[src/rtl/dense_frame_buffer.sv]
// Dense-layer output frame buffer: accumulates PE outputs into an open frame,
// queues committed frames in a DEPTH-deep FIFO and streams them one channel per beat.
module dense_frame_buffer #(
    parameter int N_CH  = 8,
    parameter int WID   = 16,
    parameter int DEPTH = 4
) (
    input  logic                         clk,
    input  logic                         rst,
    input  logic [N_CH*WID-1:0]          data_in,
    input  logic                         latch,
    input  logic                         accum,
    input  logic                         commit,
    input  logic [$clog2(N_CH+1)-1:0]    frame_len,
    output logic                         out_valid,
    input  logic                         out_ready,
    output logic [WID-1:0]               out_data,
    output logic                         out_last,
    output logic [$clog2(DEPTH+1)-1:0]   frame_count,
    output logic                         full,
    output logic                         empty,
    output logic                         overflow,
    input  logic                         clear_ovf
);

    localparam int LW = $clog2(N_CH + 1);
    localparam int CW = $clog2(DEPTH + 1);
    localparam int PW = (DEPTH > 1) ? $clog2(DEPTH) : 1;
    localparam int IW = (N_CH > 1) ? $clog2(N_CH) : 1;

    typedef enum logic {IDLE, STREAM} state_t;

    state_t                 state, state_nxt;
    logic signed [WID-1:0]  din [N_CH];
    logic signed [WID-1:0]  acc [N_CH];
    logic signed [WID-1:0]  mem [DEPTH][N_CH];
    logic [LW-1:0]          len_q [DEPTH];
    logic [PW-1:0]          wr_ptr, rd_ptr;
    logic [IW-1:0]          ch_idx;
    logic [CW-1:0]          count_nxt;
    logic [LW-1:0]          len_fix, last_idx;
    logic                   pop, commit_ok;

    // Add at WID+1 bits; a sign mismatch between the two top bits means overflow.
    function automatic logic signed [WID-1:0] sat_add(input logic signed [WID-1:0] a,
                                                      input logic signed [WID-1:0] b);
        logic signed [WID:0] s;
        s = {a[WID-1], a} + {b[WID-1], b};
        if (s[WID] != s[WID-1])
            return s[WID] ? {1'b1, {(WID-1){1'b0}}} : {1'b0, {(WID-1){1'b1}}};
        return s[WID-1:0];
    endfunction

    function automatic logic [PW-1:0] ptr_inc(input logic [PW-1:0] p);
        return (p == PW'(DEPTH - 1)) ? '0 : p + 1'b1;
    endfunction

    always_comb begin
        for (int i = 0; i < N_CH; i++)
            din[i] = data_in[i*WID +: WID];
    end

    assign out_valid = (state == STREAM);
    assign last_idx  = len_q[rd_ptr] - LW'(1);
    assign out_last  = out_valid && (LW'(ch_idx) == last_idx);
    assign out_data  = out_valid ? mem[rd_ptr][ch_idx] : '0;
    assign full      = (frame_count == CW'(DEPTH));
    assign empty     = (frame_count == '0);
    assign pop       = out_valid && out_ready && out_last;
    assign commit_ok = commit && (!full || pop);
    assign len_fix   = (frame_len == '0 || frame_len > LW'(N_CH)) ? LW'(N_CH) : frame_len;

    always_comb begin
        count_nxt = frame_count;
        if (commit_ok && !pop)
            count_nxt = frame_count + 1'b1;
        else if (pop && !commit_ok)
            count_nxt = frame_count - 1'b1;

        state_nxt = state;
        case (state)
            IDLE:    if (count_nxt != '0) state_nxt = STREAM;
            STREAM:  if (count_nxt == '0) state_nxt = IDLE;
            default: state_nxt = IDLE;
        endcase
    end

    // Open accumulation frame
    always_ff @(posedge clk or posedge rst) begin
        if (rst) begin
            for (int i = 0; i < N_CH; i++)
                acc[i] <= '0;
        end else if (latch) begin
            for (int i = 0; i < N_CH; i++)
                acc[i] <= accum ? sat_add(acc[i], din[i]) : din[i];
        end
    end

    // Frame storage; contents are only meaningful behind the FIFO pointers
    always_ff @(posedge clk) begin
        if (commit_ok) begin
            for (int i = 0; i < N_CH; i++)
                mem[wr_ptr][i] <= acc[i];
            len_q[wr_ptr] <= len_fix;
        end
    end

    // FIFO control and read stream
    always_ff @(posedge clk or posedge rst) begin
        if (rst) begin
            state       <= IDLE;
            wr_ptr      <= '0;
            rd_ptr      <= '0;
            ch_idx      <= '0;
            frame_count <= '0;
            overflow    <= 1'b0;
        end else begin
            state       <= state_nxt;
            frame_count <= count_nxt;
            if (commit_ok)
                wr_ptr <= ptr_inc(wr_ptr);
            if (pop) begin
                ch_idx <= '0;
                rd_ptr <= ptr_inc(rd_ptr);
            end else if (out_valid && out_ready) begin
                ch_idx <= ch_idx + 1'b1;
            end
            if (commit && !commit_ok)
                overflow <= 1'b1;
            else if (clear_ovf)
                overflow <= 1'b0;
        end
    end

endmodule
[config.mk]
export PLATFORM = sky130hd
export DESIGN_NAME = dense_frame_buffer
export DESIGN_NICKNAME = d
export VERILOG_FILES = /design/src/rtl/dense_frame_buffer.sv
export SDC_FILE = /design/constraint.sdc
export NUM_CORES = 1
export LEC_CHECK = 0
export ABC_AREA = 1
export BUFFER_PORTS_ARGS = -buffer_cell sky130_fd_sc_hd__buf_2
export CAP_MARGIN = 15
export CORE_MARGIN = 2
export CORE_UTILIZATION = 36
export DETAILED_ROUTE_END_ITERATION = 10
export PLACE_DENSITY = 0.49
export SYNTH_ARGS = -nofsm -noshare
export SYNTH_HDL_FRONTEND = slang
export SYNTH_SLANG_ARGS = --single-unit
[constraint.sdc]
create_clock -name clk -period 13.4 [get_ports clk]
set_input_delay 2.01 -clock clk [delete_from_list [all_inputs] [get_ports clk]]
set_output_delay 2.01 -clock clk [all_outputs]
set_load 0.005 [all_outputs]
-- Word-level counts from Yosys, hierarchy flattened
Memories as Yosys holds them, arrays and structs flattened.
Cells that the tools add are included.
- output and inout bits: 24
- input port bits: 139
- memory bits (writable): 528
- flip-flop bits (word level): 140
- memories kept: 2
- logic and storage cells: 130
- muxes and demuxes: 66
- order comparisons: 2
- add/sub/neg operators: 14
- equality and inequality tests: 12
- bitwise logic cells: 2
- reduce and logical (&&, ||, !) cells: 18
- memory list (name ; words ; width ; rd ports ; clocked after memory_dff ; wr ports ; RTL line ; RTL):
    mem ; 4 ; 128 ; 1 ; 0 ; 1 ; 36 ; logic signed [WID-1:0] mem [DEPTH][N_CH];
    len_q ; 4 ; 4 ; 1 ; 0 ; 1 ; 37 ; logic [LW-1:0] len_q [DEPTH];
- operator list (kind ; number):
    16-bit 2-to-1 mux ; 35
    16-bit by 16-bit adder with 17-bit output ; 8
    16-bit binary-select mux with 3-bit select ; 1
    1-bit 2-to-1 mux ; 22
    3-bit 2-to-1 mux ; 4
    1-bit inequality test ; 8
    1-bit logical AND ; 7
    3-bit by 1-bit adder with 3-bit output (second input constant) ; 2
    3-bit logical NOT ; 2
    2-bit by 1-bit adder with 2-bit output (second input constant) ; 2
    2-bit == test (second input constant) ; 2
    3-bit by 4-bit == test with 1-bit output ; 1
    4-bit >= comparator (second input constant) ; 1
    4-bit greater-than comparator (second input constant) ; 1
    4-bit logical NOT ; 1
    2-bit 2-to-1 mux ; 2
    4-bit 2-to-1 mux ; 1
    3-bit NOT with 4-bit output ; 1
    2-bit nonzero test ; 2
    4-bit by 1-bit subtractor with 4-bit output (second input constant) ; 1
    3-bit == test (second input constant) ; 1
    1-bit logical NOT ; 3
    3-bit nonzero test ; 1
    3-bit by 1-bit subtractor with 3-bit output (second input constant) ; 1
    other kinds (3) ; 4

-- Longest topological paths before layout
An unclocked memory read counts as a cell.
- word-level depth: 14
- depth in mapped cells: 19
- mapped depth without buffers: 18

-- Least setup slack after synthesis
No wires, ideal clock.
- path kind: input-to-reg
- start: input port out_ready
- end: memory len_q[0][0] (netlist name) (enable)
- arrival: 8.028 ns
- path buffers: 0
- setup time: 0.625 ns
- required time: 12.775 ns
- stages: 6
- setup slack: 4.747 ns
- path through: nand2_1 -> clkinv_1 -> nand3_2 -> nand2_1 -> nand2_2 -> nor2_1
- longest elaborated chain between the ends: 6
- RTL lines (element ; RTL line ; RTL):
    start, declared ; 16 ; input logic out_ready,
    1-bit logical AND (2 in a row) ; 69 ; assign pop = out_valid && out_ready && out_last;
    1-bit logical OR ; 70 ; assign commit_ok = commit && (!full || pop);
    1-bit logical AND ; 70 ;
    1-bit 2-to-1 mux ; 101 ; if (commit_ok) begin
    1-bit 2-to-1 mux (implied by the code) ; 104 ; len_q[wr_ptr] <= len_fix;
    end, declared ; 37 ;
No other way between the ends.

-- Worst setup path after layout
- start: register rd_ptr[0]
- end: output port out_data[4]
- longest elaborated chain between the ends: 5
- RTL lines (element ; RTL line ; RTL):
    start, declared ; 38 ; logic [PW-1:0] wr_ptr, rd_ptr;
    start signal, assigned ; 124 ; rd_ptr <= ptr_inc(rd_ptr);
    memory 4 x 128 bit ; n/a ;
    16-bit binary-select mux with 3-bit select ; 66 ; assign out_data = out_valid ? mem[rd_ptr][ch_idx] : '0;
    16-bit 2-to-1 mux (implied by the code) (2 in a row) ; 66 ;
    16-bit 2-to-1 mux ; 66 ;
    end, declared ; 17 ; output logic [WID-1:0] out_data,
No other way between the ends. The select of a mux whose other input is x is not followed.

==> metrics.csv <==
stage,metric,value,unit
outcome,status,completed,
clocking,cts_tree,done,
timing,period_minus_slack,6850,ps
hold_path,hold_path_depth,2,
timing,fin_setup_tns,0,ps
hold_path,hold_class,flop to flop,
die,die-area,99000,µm²
timing,fin_crit_sh,51.1,%
placed_design,dp_slack,7260,ps
drt,wl,104,mm
die,chipWidth,315,µm
timing,max_slew_margin,24.2,%
drt,routedWlPerCell,20.5,µm
timing,hold_viol_final,0,
finish,finish.instance_area,39200,µm²
drt,drtAntennaViolNets,0,
global_routing,grt_max_degree,133,
power,power_frac_seq,37.2,%
power,power.share.clock,23.8,%
clocking,postCtsSetupBuffers,0,
global_routing,grt_first_pass_wirelength,158,mm
global_routing,grt_overflow,0,
power,p_int,5.26,mW
synth,synth_nets,3931,
drt,vias,26300,
power,switching_share,41.6,%
synth,synthArstFlopShare,21.0,%
die,row_count,113,
synth,synth_cells,3646,
placed_design,placed_area,36600,µm²
clocking,numCtsBuffers,80,
drt,viasPerCell,5.18,
timing,skew,20.9,ps
critical_path,cp_data_arrival_time,4840,ps
timing,slew_viol_final,0,
timing,timing.fmax,146,MHz
placed_design,dp_hpwl,66.9,mm
placed_design,dp_cells,4927,
die,pin_count,163,
clocking,cts.sinks,668,
die,coreArea,95300,µm²
finish,final_cell_mix,"nand2_1, nor2_1, edfxtp_1",
synth,avgSynthCellArea,9.53,µm²
power,p_comb_share,38.9,%
finish,layout.nets,4029,
synth,synthFlopType,edfxtp_1,
synth,ys_seq_elements,668,
clocking,cts_buffer_depth,3,
critical_path,critPathRequiredTime,11390,ps
power,vdd.ir_drop.worst,0.133,mV
finish,final_layout_size_suffix_gt1_share,11.8,%
critical_path,start_kind,flop,
die,die_h,315,µm
finish,final_cells,5073,
finish,final_common_cell,nand2_1,
drt,drt_iter0_drc,1996,
global_routing,grt.total_usage,20.9,%
placed_design,place_congestion,0.864,
clocking,clkLatencyLatePin,630,ps
flow_run,maxCapViolCount,0,
synth,syn_area,34700,µm²
critical_path,critPathMaxFanout,83,
power,total_power,9.01,mW
timing,rsz0062_at_grt,false,
clocking,postCtsResizedCells,0,
critical_path,setup.worst_path.end_class,output pin,
finish,synthToLayoutAreaGrowth,12.8,%
timing,setup_viol_count_final,0,
synth,synth_edf_count,528,
synth,yosys_warnings,0,
timing,timing.hold.ws,530,ps
drt,firstDrtPassIters,5,
global_routing,grt_pass1_vias,25500,
clocking,cts-htree-levels,3,
global_routing,antenna_found_initial,4,
timing,fin_ws,6550,ps
placed_design,port_buffers,162,
synth,synth.distinct_cells,49,
finish,final_util,41.1,%
drt,post-route-drc-count,0,
die,start_util,36.4,%
power,power.switching,3.75,mW
power,leakagePower,15.9,nW
power,p_per_area,230,nW/µm²
clocking,clkTransAtPathRegs,60,ps
clocking,cts_hold_buffers,0,
synth,synth_seq_area_share,55.7,%
timing,tightest_slew,1140,ps
critical_path,crit_type,flop to output pin,
critical_path,worstRegToRegCells,16,
clocking,cts-root-buf,clkbuf_16,
-- routing by layer --
layer	up-vias	routed length [µm]	GRT usage, %
met5	-	24	0
met1	12700	51200	30.7
met3	149	5240	3.79
met2	566	44800	31.4
li1	12900	-	-
met4	4	2760	5.95
-- area by class of cell --
type | count | area [µm²]
flip-flops and latches | 668 | 19400
diodes | 1 | 2.50
clock buffers | 96 | 2100
clock inverters | 49 | 458
repair buffers | 190 | 1050
fillers | 9444 | 56100
well taps | 1265 | 1580
multi-input cells | 2627 | 13900
inverters | 177 | 686
-- synthesized netlist by cell type (28+ instances only) --
master / count / share of area (%)
nand3_1: 182 / 2.6
xor2_1: 50 / 1.3
o22ai_1: 28 / 0.50
xnor2_1: 42 / 1.1
o21ai_0: 295 / 4.3
buf_2: 42 / 0.61
ha_1: 138 / 5.0
edfxtp_1: 528 / 46
dfrtp_1: 140 / 10
o221ai_1: 101 / 2.5
nand2_1: 740 / 8.0
nand2_2: 38 / 0.68
a21oi_1: 198 / 2.9
nor2_1: 608 / 6.6
inv_1: 161 / 1.7
clkbuf_1: 101 / 1.1
-- registers in the layout, summed over array words and instances, names as in the netlist --
register / count
ch_idx: 3
wr_ptr: 2
out_valid: 1
rd_ptr: 2
len_q: 16
acc: 128
overflow: 1
mem: 512
frame_count: 3
-- power groups by stage --
stage | combinational (mW) | clock [mW] | sequential, mW
after floorplan | 2.50 | 0 | 3.20
after global placement | 3.50 | 0 | 3.40
after detailed placement | 3.51 | 0 | 3.40
after CTS | 3.52 | 2.19 | 3.36
after global routing | 3.92 | 2.27 | 3.42
final | 3.51 | 2.14 | 3.35
-- logic make-up (layout without fill, tap and decap cells) --
| logic type | Yosys count | after routing | share of synthesized area [%] |
|---|---|---|---|
| xor gates and xnor gates | 92 | 92 | 2.32 |
| other | 0 | 1 | 0 |
| AOI/OAI and AO/OA | 718 | 718 | 12.0 |
| buffers and inverters | 351 | 512 | 4.28 |
| and+or+nand+nor | 1671 | 1671 | 20.2 |
| DFF | 668 | 668 | 55.7 |
| adders and majority gates | 146 | 146 | 5.43 |
-- critical path, cell delays in order (launching register included) --
cell	delay, ps
dfrtp_4	990
buf_4	710
buf_4	800
o21ai_0	210
o221ai_1	500
nand3_1	130
nand3_1	110
nand2_1	90
a31oi_1	410
buf_2	210
-- path summary, 6_finish.rpt --
check	start	to	slack, ps
max	rd_ptr[0]	out_data[4]	6550
min	overflow	overflow	530
max reg2reg	rd_ptr[1]	mem[1][93]	7480
min reg2reg	overflow	overflow	530
max in group asynchronous	rst	rd_ptr[0]	10720
min in group asynchronous	rst	acc[85]	1410
Power figures use the tool's default switching activity.
